==> src/rtl/seg_scan_ctrl.sv <==
// Scan controller for multiplexed 7-segment digits sharing one BCD decoder.
// Display values are double-buffered. They commit only at frame boundaries, so a frame never shows a mix of old and new digits.
module seg_scan_ctrl #(
    parameter int NUM_DIGITS = 4,
    parameter int DIV        = 50000,
    parameter int BLANK      = 16
) (
    input  logic                    clk,
    input  logic                    rst,
    input  logic                    load,
    input  logic [4*NUM_DIGITS-1:0] din,
    input  logic                    lz_en,
    output logic [3:0]              Q,
    output logic                    blank,
    output logic [NUM_DIGITS-1:0]   dig_sel,
    output logic                    frame_done
);

    localparam int TICK_W = $clog2(DIV);
    localparam int IDX_W  = (NUM_DIGITS > 1) ? $clog2(NUM_DIGITS) : 1;

    logic [TICK_W-1:0]       tick;
    logic [IDX_W-1:0]        idx;
    logic [4*NUM_DIGITS-1:0] shadow;
    logic [4*NUM_DIGITS-1:0] disp;
    logic                    pending;

    logic                    last_tick;
    logic                    boundary;
    logic                    in_blank;
    logic [NUM_DIGITS-1:0]   supp;

    assign last_tick = (tick == TICK_W'(DIV - 1));
    assign boundary  = last_tick && (idx == IDX_W'(NUM_DIGITS - 1));
    assign in_blank  = (tick < TICK_W'(BLANK));

    // Walk from the most significant digit downwards. A digit is a leading zero
    // only while every digit above it (and the digit itself) is zero.
    always_comb begin : supp_calc
        logic zero_run;
        supp     = '0;
        zero_run = 1'b1;
        for (int i = NUM_DIGITS - 1; i >= 0; i--) begin
            zero_run = zero_run && (disp[4*i +: 4] == 4'd0);
            supp[i]  = (disp[4*i +: 4] > 4'd9) || (lz_en && (i != 0) && zero_run);
        end
    end

    always_ff @(posedge clk) begin
        if (rst) begin
            tick       <= '0;
            idx        <= '0;
            shadow     <= '0;
            disp       <= '0;
            pending    <= 1'b0;
            Q          <= 4'd0;
            blank      <= 1'b1;
            dig_sel    <= '0;
            frame_done <= 1'b0;
        end else begin
            if (last_tick) begin
                tick <= '0;
                idx  <= boundary ? '0 : idx + 1'b1;
            end else begin
                tick <= tick + 1'b1;
            end

            Q          <= disp[{idx, 2'b00} +: 4];
            blank      <= in_blank ? 1'b1 : supp[idx];
            dig_sel    <= in_blank ? '0 : (NUM_DIGITS'(1) << idx);
            frame_done <= boundary;

            // A load that lands on the boundary bypasses the shadow so no frame is lost.
            if (load) begin
                shadow <= din;
                if (boundary) begin
                    disp    <= din;
                    pending <= 1'b0;
                end else begin
                    pending <= 1'b1;
                end
            end else if (boundary && pending) begin
                disp    <= shadow;
                pending <= 1'b0;
            end
        end
    end

endmodule

==> config.mk <==
export PLATFORM = sky130hd
export DESIGN_NAME = seg_scan_ctrl
export DESIGN_NICKNAME = d
export VERILOG_FILES = /design/src/rtl/seg_scan_ctrl.sv
export SDC_FILE = /design/constraint.sdc
export NUM_CORES = 1
export LEC_CHECK = 0
export BUFFER_PORTS_ARGS = -buffer_cell sky130_fd_sc_hd__buf_2
export CAP_MARGIN = 10
export CORE_MARGIN = 3
export CORE_UTILIZATION = 40
export DETAILED_ROUTE_END_ITERATION = 7
export GPL_TIMING_DRIVEN = 0
export PLACE_DENSITY = 0.62
export SLEW_MARGIN = 20
export SYNTH_ARGS = -nofsm -noshare
export SYNTH_HDL_FRONTEND = slang
export SYNTH_SLANG_ARGS = --single-unit
==> constraint.sdc <==
create_clock -name clk -period 2.2 [get_ports clk]
set_clock_uncertainty 0.1 [all_clocks]
set_input_delay 0.66 -clock clk [delete_from_list [all_inputs] [get_ports clk]]
set_output_delay 0.66 -clock clk [all_outputs]
set_load 0.02 [all_outputs]
==> results of run 1 <==
## cell usage after synthesis, types with 3 or more instances
cell / instances / area, um^2
nand3_1: 10 / 50.1
nor3_1: 5 / 25.0
nor2b_1: 20 / 125
clkbuf_1: 9 / 33.8
dfxtp_1: 61 / 1220
mux2i_1: 17 / 170
mux2_4: 10 / 150
mux2_2: 6 / 67.6
nand4_1: 3 / 18.8
nor2_1: 42 / 158
inv_1: 5 / 18.8
mux4_2: 4 / 90.1
xor2_1: 3 / 26.3
nand2_1: 8 / 30.0
xnor2_1: 10 / 87.6
nor4_1: 6 / 37.5
## worst max-delay path, stage by stage, from the launching register on
cell	delay (ps)
dfxtp_1	370
ha_2	220
and4_1	240
nand4_4	170
nor3_4	310
buf_12	160
clkbuf_16	150
mux2_4	290
## through the flow
| step | utilization | setup slack [ps] |
|---|---|---|
| after CTS | 0.491 | 62.6 |
| after detailed placement | 0.463 | 62.1 |
| after global placement | 0.463 | 52.0 |
| final | 0.503 | 79.3 |
| after floorplan | - | 227 |
| after global routing | 0.503 | -3.70 |
## sequential cells by signal (all words and copies together) (netlist names), 2 cells and up
| signal | flops |
|---|---|
| shadow | 16 |
| disp | 16 |
| dig_sel | 4 |
| Q | 4 |
| tick | 16 |
| idx | 2 |
## layout make-up
| cell class | instances | share of cell area |
|---|---|---|
| Clock inverter | 1 | 0.00163 |
| Tap cell | 75 | 0.0306 |
| Inverter | 5 | 0.00612 |
| Multi-Input combinational cell | 172 | 0.422 |
| Buffer | 12 | 0.0208 |
| Timing Repair Buffer | 32 | 0.0661 |
| Sequential cell | 61 | 0.399 |
| Clock buffer | 15 | 0.0543 |
## logic make-up (layout without fill, tap and decap cells)
group	Yosys count	count (layout)
compound gates	11	11
xor+xnor	13	13
fa+ha+maj	2	2
buf+inv	17	65
flops	61	61
mux	37	37
simple gates	109	109
## layer usage
metal	track usage	up-vias	routed length, um	part of all wire
met4	0.0907	0	122	0.024
li1	-	959	-	-
met2	0.199	38	2120	0.42
met1	0.200	859	2560	0.51
met5	0	-	0	0
met3	0.0371	10	204	0.041
## power breakdown
group	internal (mW)	leakage (nW)	total (mW)	switching [mW]
clock network	0.471	0.0877	0.867	0.396
registers	1.13	0.496	1.14	0.0101
logic	0.0385	0.641	0.0899	0.0514
total	1.64	1.22	2.09	0.458
## worst max path at each step
stage,startpoint,depth (start not counted),endpoint
after detailed placement,rst,5,blank
after CTS,tick[0],6,disp[13]
final,tick[1],7,disp[12]
after global placement,rst,5,blank
after global routing,tick[1],7,disp[12]
after floorplan,load,5,disp[0]
## timing repair
item / CTS / global route
gates resized for setup: 0 / 2
buffers inserted: 0 / 4
hold buffers: 0 / 0
setup endpoints to repair: 0 / 10
==> summary.md, run 1 <==
| Metric | Value |
|---|---|
| Outcome | finished, final reports clean |
| Worst Hold Margin | 346 ps |
| Die X | 86.5 um |
| Leak | 1.22 nW |
| Layout Nets | 315 |
| Hpwl dp | 3510 um |
| Startpoint class of the critical path | flip-flop |
| Worst R2R End | disp[12] |
| Slew Viols, Final | 0 |
| Top FF cell, synth | dfxtp_1 |
| Largest family of logic cells by synthesized area | simple AND/OR/NAND/NOR gates |
| Post-Synthesis Cells | 250 |
| Mapped Nets | 272 |
| Num rows | 28 |
| Pwr Density | 683 nW/um^2 |
| Fraction of layout cells with a size suffix above 1 | 0.248 |
| Layout fillers | 593 |
| WL final | 5000 um |
| Via count | 1,866 |
| Synth Area in Compound Gates | 0.0299 |
| Slew headroom | 0.634 |
| CTS clock-pin slew for the worst setup and hold paths | 60 ps |
| Vias in the first global route | 1,722 |
| Post-Place Cells | 352 |
| Synth Warn # | 0 |
| Synth cell types | 41 |
| Post-synth EDFFs | 0 |
| Clk sinks | 61 |
| Seq cells post-synth | 61 |
| Final worst path period need | 2120 ps |
| Setup violations, final | 0 |
| First-pass GRT wire length | 8200 um |
| Vias per inst | 5.00 |
| Longest Clk Path Bufs | 2 |
| Max-Cap Viols | 0 |
| CTS tree | done |
| Hold Path Stages | 1 |
| Post-Syn Area | 2590 um^2 |
| Final hold violation count | 0 |
| Initial DRC Count | 61 |
| Maximum clock frequency | 472 MHz |
| Final instance area | 3070 um^2 |
| Num CTS Buffers | 9 |
| Antenna diodes | 0 |
| Total Routing Usage GR | 0.145 |
| Crit Path Class | reg -> reg |
| Post-synthesis mux area share | 0.184 |
| H-Tree Depth | 3 |
| Crit end category | flip-flop |
| Most frequent cells in the layout | dfxtp_1, nor2_1, buf_2, nor2b_1, mux2i_1 |
| Reg-to-reg slack, setup | 80 ps |
| Hold crit path type | reg -> reg |
| Sequential area share after synthesis | 0.471 |
| Register Area | 1220 um^2 |
| Die height | 86.5 um |
| WP data arrival | 2240 ps |
| RR Startpoint | tick[1] |
| Total gr overflow | 0 |
| Worst reg2reg path depth | 7 |
| Root Buffer | clkbuf_8 |
| Async SR Flop Fraction | 0 |
| Worst-Margin Slew | 549 ps |
| Die area | 7490 um^2 |
| Antenna violations before repair | 0 |
| Worst Path Required | 2320 ps |
| Tot Pwr | 2.09 mW |
| Core Area | 6100 um^2 |
| Syn Area/Cell | 10.4 um^2 |
| Most common cell after layout, fill and taps aside | dfxtp_1 |
| Post-Synth Adder-Cell Area | 0.00965 |
| Min-Delay Endpoint | tick[0] |
| Synth Area in XOR/XNOR | 0.0439 |
| Initial Util | 0.425 |
| Area post-placement | 2820 um^2 |
| # DRC | 0 |
| Post-Layout Cell Count | 373 |
| Area of the multi-input gates | 1290 um^2 |
| I/O Pins | 30 |
| Final Wtd Congestion | 0.864 |
| Tcrit/Tclk final | 0.964 |
| Simple-gate share of the synthesized area | 0.230 |
| Setup TNS | 0 ps |
| Initial DRT Pass Iterations | 4 |
| Hold_sp | tick[0] |
| P&R area growth vs syn | 18.2% |
| I/O Buffers | 27 |
| Crit Path Max Fanout | 7 |
| Drt wl/cell | 13.4 um |
| Max VDD drop | 0.000399 V |
| Largest net degree at the start of global routing | 11 |
| Clock Latency Late Sink | 330 ps |
| Routed Antenna Nets | 0 |
Power figures use the tool's default switching activity.
==> run 2, diff against run 1 <==
CTS_BUF_LIST = sky130_fd_sc_hd__clkbuf_2 sky130_fd_sc_hd__clkbuf_4 sky130_fd_sc_hd__clkbuf_8   (was not set)
TNS_END_PERCENT = 20   (was not set)
==> run 2 against run 1 <==
  * Non-clock buffer count unchanged
  * Power up 2.3%
  * Final cell count unchanged
  * Clock-buffer cell count unchanged
  * Highest routed layer unchanged
  * Clock power up 5.7%
  * Via count down 0.27%
  * Sequential power about the same
  * Sequential cell count unchanged
==> summary.md, run 2 (synthesis results as in run 1) <==
| Metric | Value |
|---|---|
| Outcome | finished, final reports clean |
| Initial DRC Count | 89 |
| Delay-heaviest family, CP | simple AND/OR/NAND/NOR gates |
| Worst Path Required | 2320 ps |
| Slew headroom | 0.639 |
| Final worst path period need | 2130 ps |
| Hold_sp | tick[0] |
| Setup TNS | 0 ps |
| Most frequent cells in the layout | dfxtp_1, nor2_1, buf_2, nor2b_1, mux2i_1 |
| M1 WL | 2530 um |
| Reg-to-reg slack, setup | 70 ps |
| Worst reg2reg path depth | 7 |
| Psw | 457 uW |
| RR Startpoint | tick[1] |
| Final hold violation count | 0 |
| Die area | 7490 um^2 |
| Worst Hold Margin | 344 ps |
| Root Buffer | clkbuf_8 |
| Final instance area | 3080 um^2 |
| I/O Buffers | 27 |
| Hold Path Stages | 1 |
| Combinational Power Share | 0.042 |
| Slowest-stage cell, CP | dfxtp_1 |
| # DRC | 0 |
| WP data arrival | 2250 ps |
| Antenna diodes | 0 |
| Final core occ | 0.505 |
| P&R area growth vs syn | 18.8% |
| Initial DRT Pass Iterations | 4 |
| Stages on the worst setup path | 7 |
| Via count | 1,861 |
| Hpwl dp | 3510 um |
| Sequential Power Share | 0.531 |
| Area post-placement | 2820 um^2 |
| Leak | 1.24 nW |
| Clock Power Share | 0.427 |
| Pwr Density | 696 nW/um^2 |
| Clock Latency Late Sink | 330 ps |
| Layout fillers | 590 |
| Crit Path Max Fanout | 7 |
| Layout Nets | 315 |
| Setup violations, final | 0 |
| Longest Clk Path Bufs | 2 |
| Total Routing Usage GR | 0.144 |
| Register Area | 1220 um^2 |
| WP buf/inv | 2 |
| Worst R2R End | disp[10] |
| Vias in the first global route | 1,723 |
| Met3 wire length | 233 um |
| Area of the multi-input gates | 1290 um^2 |
| Fraction of layout cells with a size suffix above 1 | 0.262 |
| Place WS | 62.1 ps |
| Die X | 86.5 um |
| Tcrit/Tclk final | 0.967 |
| Most common cell after layout, fill and taps aside | dfxtp_1 |
| Sw frac | 0.213 |
| CTS tree | done |
| Num rows | 28 |
| Largest net degree at the start of global routing | 11 |
| Crit path cell chain | ha_2 -> and4_1 -> nand4_4 -> nor3_4 -> buf_12 -> clkbuf_16 -> mux2_4 |
| Worst stage delay on the critical path | 370 ps |
| WL final | 4970 um |
| Final Wtd Congestion | 0.864 |
| Initial Util | 0.425 |
| Crit end category | flip-flop |
| CTS clock-pin slew for the worst setup and hold paths | 60 ps |
| Num CTS Buffers | 9 |
| Min-Delay Endpoint | tick[0] |
| Largest regs | disp: 16 flops, shadow: 16 flops, tick: 16 flops |
| Max layer used | met4 |
| Hold crit path type | reg -> reg |
| Total gr overflow | 0 |
| Met2 wire length | 2090 um |
| Slew Viols, Final | 0 |
| Internal power | 1.69 mW |
| Antenna violations before repair | 0 |
| I/O Pins | 30 |
| First-pass GRT wire length | 8190 um |
| Clk sinks | 61 |
| Max-Cap Viols | 0 |
| Drt wl/cell | 13.3 um |
| Vias per inst | 4.99 |
| Maximum clock frequency | 470 MHz |
| Die height | 86.5 um |
| Crit Path Class | reg -> reg |
| Max VDD drop | 0.000399 V |
| H-Tree Depth | 3 |
| Routed Antenna Nets | 0 |
| Core Area | 6100 um^2 |
| Post-route setup slack | 71.9 ps |
| Worst-Margin Slew | 541 ps |
| Startpoint class of the critical path | flip-flop |
## run 2: worst max path at each step
stage	from	endpoint	slack (ps)
final	tick[1]	disp[10]	70
after global routing	tick[1]	disp[10]	-20
after CTS	tick[0]	disp[13]	60
after detailed placement	rst	blank	60
after global placement	rst	blank	50
after floorplan	load	disp[0]	230
## run 2: layout make-up
| class | count | share of cell area |
|---|---|---|
| multi-input combinational | 172 | 0.420 |
| sequential | 61 | 0.397 |
| timing repair buffer | 32 | 0.0658 |
| clock buffer | 15 | 0.0589 |
| tap | 75 | 0.0305 |
| buffer | 12 | 0.0207 |
| inverter | 5 | 0.00609 |
| clock inverter | 1 | 0.00162 |
## run 2: timing repair
action	in CTS	in global routing
endpoints found under the setup margin	0	10
buffers inserted	0	4
hold endpoints to repair	0	0
hold buffers	0	0
resized for setup	0	2
## run 2: power groups by stage
| stage | registers, mW | logic, mW | clock network, mW |
|---|---|---|---|
| 3_3_place_gp | 1.16 | 0.0890 | 0 |
| 5_1_grt | 1.14 | 0.102 | 1.00 |
| 4_1_cts | 1.14 | 0.0917 | 0.944 |
| 6_report | 1.14 | 0.0898 | 0.916 |
| 3_5_place_dp | 1.16 | 0.0911 | 0 |
| 2_1_floorplan | 1.16 | 0.0596 | 0 |
## run 2: layer usage
layer  global-route usage  vias to the layer above
li1                     -                      956
met1                0.200                      844
met2                0.199                       51
met3               0.0371                       10
met4               0.0907                        0
met5                    0                        -
## run 2: metrics by stage
stage	power, mW	cells
finish	2.14	373
detailed placement	1.25	352
floorplan	1.22	250
global placement	1.25	352
CTS	2.17	368
global route	2.24	373
==> run 3, diff against run 2 <==
BUFFER_PORTS_ARGS = -buffer_cell sky130_fd_sc_hd__buf_4   (was -buffer_cell sky130_fd_sc_hd__buf_2)
clock period = 2 ns   (was 2.2 ns; I/O delays follow)
==> run 3 against run 2 <==
  * Die area unchanged
  * Sequential power rose by 9.6%
  * Utilization up 1.9 points
  * Via count is 1.6% higher
  * Final cell count up 1.1%
  * Non-clock buffer count grew 6
  * Sequential cell count did not move
  * Clock-buffer cell count down 3
  * Largest cell class unchanged
==> summary.md, run 3 (synthesis results as in run 1) <==
| Metric | Value |
|---|---|
| Sequential Power Share | 0.537 |
| Crit Path Class | reg -> reg |
| Most common cell after layout, fill and taps aside | dfxtp_1 |
| Place WS | -152 ps |
| Crit end category | flip-flop |
| I/O Buffers | 27 |
| Worst Hold Margin | 396 ps |
| Largest net degree at the start of global routing | 11 |
| Worst Path Required | 2130 ps |
| Antenna diodes | 0 |
| Post-route setup slack | 64.3 ps |
| RSZ-0062 raised after global routing | yes |
| Die X | 86.5 um |
| Fraction of layout cells with a size suffix above 1 | 0.291 |
| Clock Power Share | 0.414 |
| I/O Pins | 30 |
| Sw frac | 0.224 |
| Tcrit/Tclk final | 0.968 |
| # DRC | 0 |
| First-pass GRT wire length | 8890 um |
| Largest regs | disp: 16 flops, shadow: 16 flops, tick: 16 flops |
| Maximum clock frequency | 517 MHz |
| Total gr overflow | 0 |
| WP data arrival | 2060 ps |
| Startpoint class of the critical path | flip-flop |
| Setup violations, final | 0 |
| CTS tree | done |
| Antenna violations before repair | 0 |
| Most frequent cells in the layout | dfxtp_1, nor2_1, buf_4, nor2b_1, mux2i_1 |
| P&R area growth vs syn | 23.3% |
| CTS clock-pin slew for the worst setup and hold paths | 70 ps |
| Slew headroom | 0.597 |
| Via count | 1,891 |
| Slew Viols, Final | 0 |
| Final Wtd Congestion | 0.872 |
| Final core occ | 0.525 |
| Pwr Density | 728 nW/um^2 |
| Outcome | finished, final reports clean |
| Root Buffer | clkbuf_8 |
| Die area | 7490 um^2 |
| Total Routing Usage GR | 0.155 |
| Combinational Power Share | 0.049 |
| Max VDD drop | 0.000411 V |
| Max-Cap Viols | 0 |
| Initial Util | 0.425 |
| H-Tree Depth | 3 |
| Drt wl/cell | 14.0 um |
| Initial DRT Pass Iterations | 4 |
| Initial DRC Count | 74 |
| Num rows | 28 |
| Layout fillers | 578 |
| Internal power | 1.81 mW |
| Longest Clk Path Bufs | 2 |
| Vias in the first global route | 1,865 |
| Clock Latency Late Sink | 340 ps |
| WL final | 5260 um |
| Leak | 1.28 nW |
| Crit Path Max Fanout | 5 |
| Layout Nets | 321 |
| Vias per inst | 5.02 |
| Reg-to-reg slack, setup | 60 ps |
| Final hold violation count | 0 |
| Die height | 86.5 um |
| Psw | 521 uW |
| Final worst path period need | 1940 ps |
| Worst-Margin Slew | 604 ps |
| Core Area | 6100 um^2 |
| Hpwl dp | 3560 um |
| Num CTS Buffers | 9 |
| Hold crit path type | reg -> reg |
| Routed Antenna Nets | 0 |
| Clk sinks | 61 |
-- run 3: worst paths after layout --
check | from | endpoint | depth (start not counted)
setup / recovery | tick[1] | disp[11] | 7
hold / removal | tick[15] | tick[15] | 2
setup reg to reg | tick[1] | disp[11] | 7
hold reg to reg | tick[15] | tick[15] | 2
-- run 3: power by group through the flow --
stage          Sequential, mW  Clock [mW]  Combinational, mW
5_1_grt                  1.25        1.04              0.127
2_1_floorplan            1.28           0             0.0655
3_5_place_dp             1.28           0              0.109
4_1_cts                  1.25       0.985              0.114
3_3_place_gp             1.28           0              0.108
6_report                 1.25       0.964              0.113
-- run 3: through the flow --
step	cells	total power, mW	setup TNS (ps)	cell area, um^2
2_1_floorplan	250	1.34	0	2590
3_3_place_gp	352	1.39	-1910	2890
3_5_place_dp	352	1.39	-2090	2890
4_1_cts	378	2.35	0	3210
5_1_grt	377	2.42	-195	3200
6_report	377	2.33	0	3200
-- run 3: routing by layer --
layer / part of all wire / wire length [um] / vias up / track usage
li1: - / - / 959 / -
met1: 0.51 / 2680 / 886 / 0.214
met2: 0.42 / 2200 / 38 / 0.223
met3: 0.049 / 256 / 8 / 0.0409
met4: 0.024 / 126 / 0 / 0.0765
met5: 0 / 0 / - / 0
-- run 3: layout make-up --
class / count / area (um^2) / area share
Buffer: 12 / 65.1 / 0.0203
Tap cell: 75 / 93.8 / 0.0293
Sequential cell: 61 / 1230 / 0.385
Multi-Input combinational cell: 172 / 1320 / 0.414
Inverter: 5 / 18.8 / 0.00587
Clock buffer: 12 / 159 / 0.0497
Clock inverter: 2 / 10.0 / 0.00313
Timing Repair Buffer: 38 / 297 / 0.0927
-- run 3: worst max-delay path, stage by stage, from the launching register on --
cell and delay [ps]:
dfxtp_2 370, ha_4 150, and4_4 230, nand4_4 130
nor3_4 270, buf_6 160, buf_12 120, mux2_4 290
-- run 3: what timing repair did --
| item | in CTS | in global routing |
|---|---|---|
| resized for setup | 13 | 7 |
| hold buffers | 0 | 0 |
| pin swaps | 3 | 1 |
| buffers inserted | 12 | 0 |
| endpoints found under the setup margin | 26 | 26 |
| gates cloned | 1 | 0 |
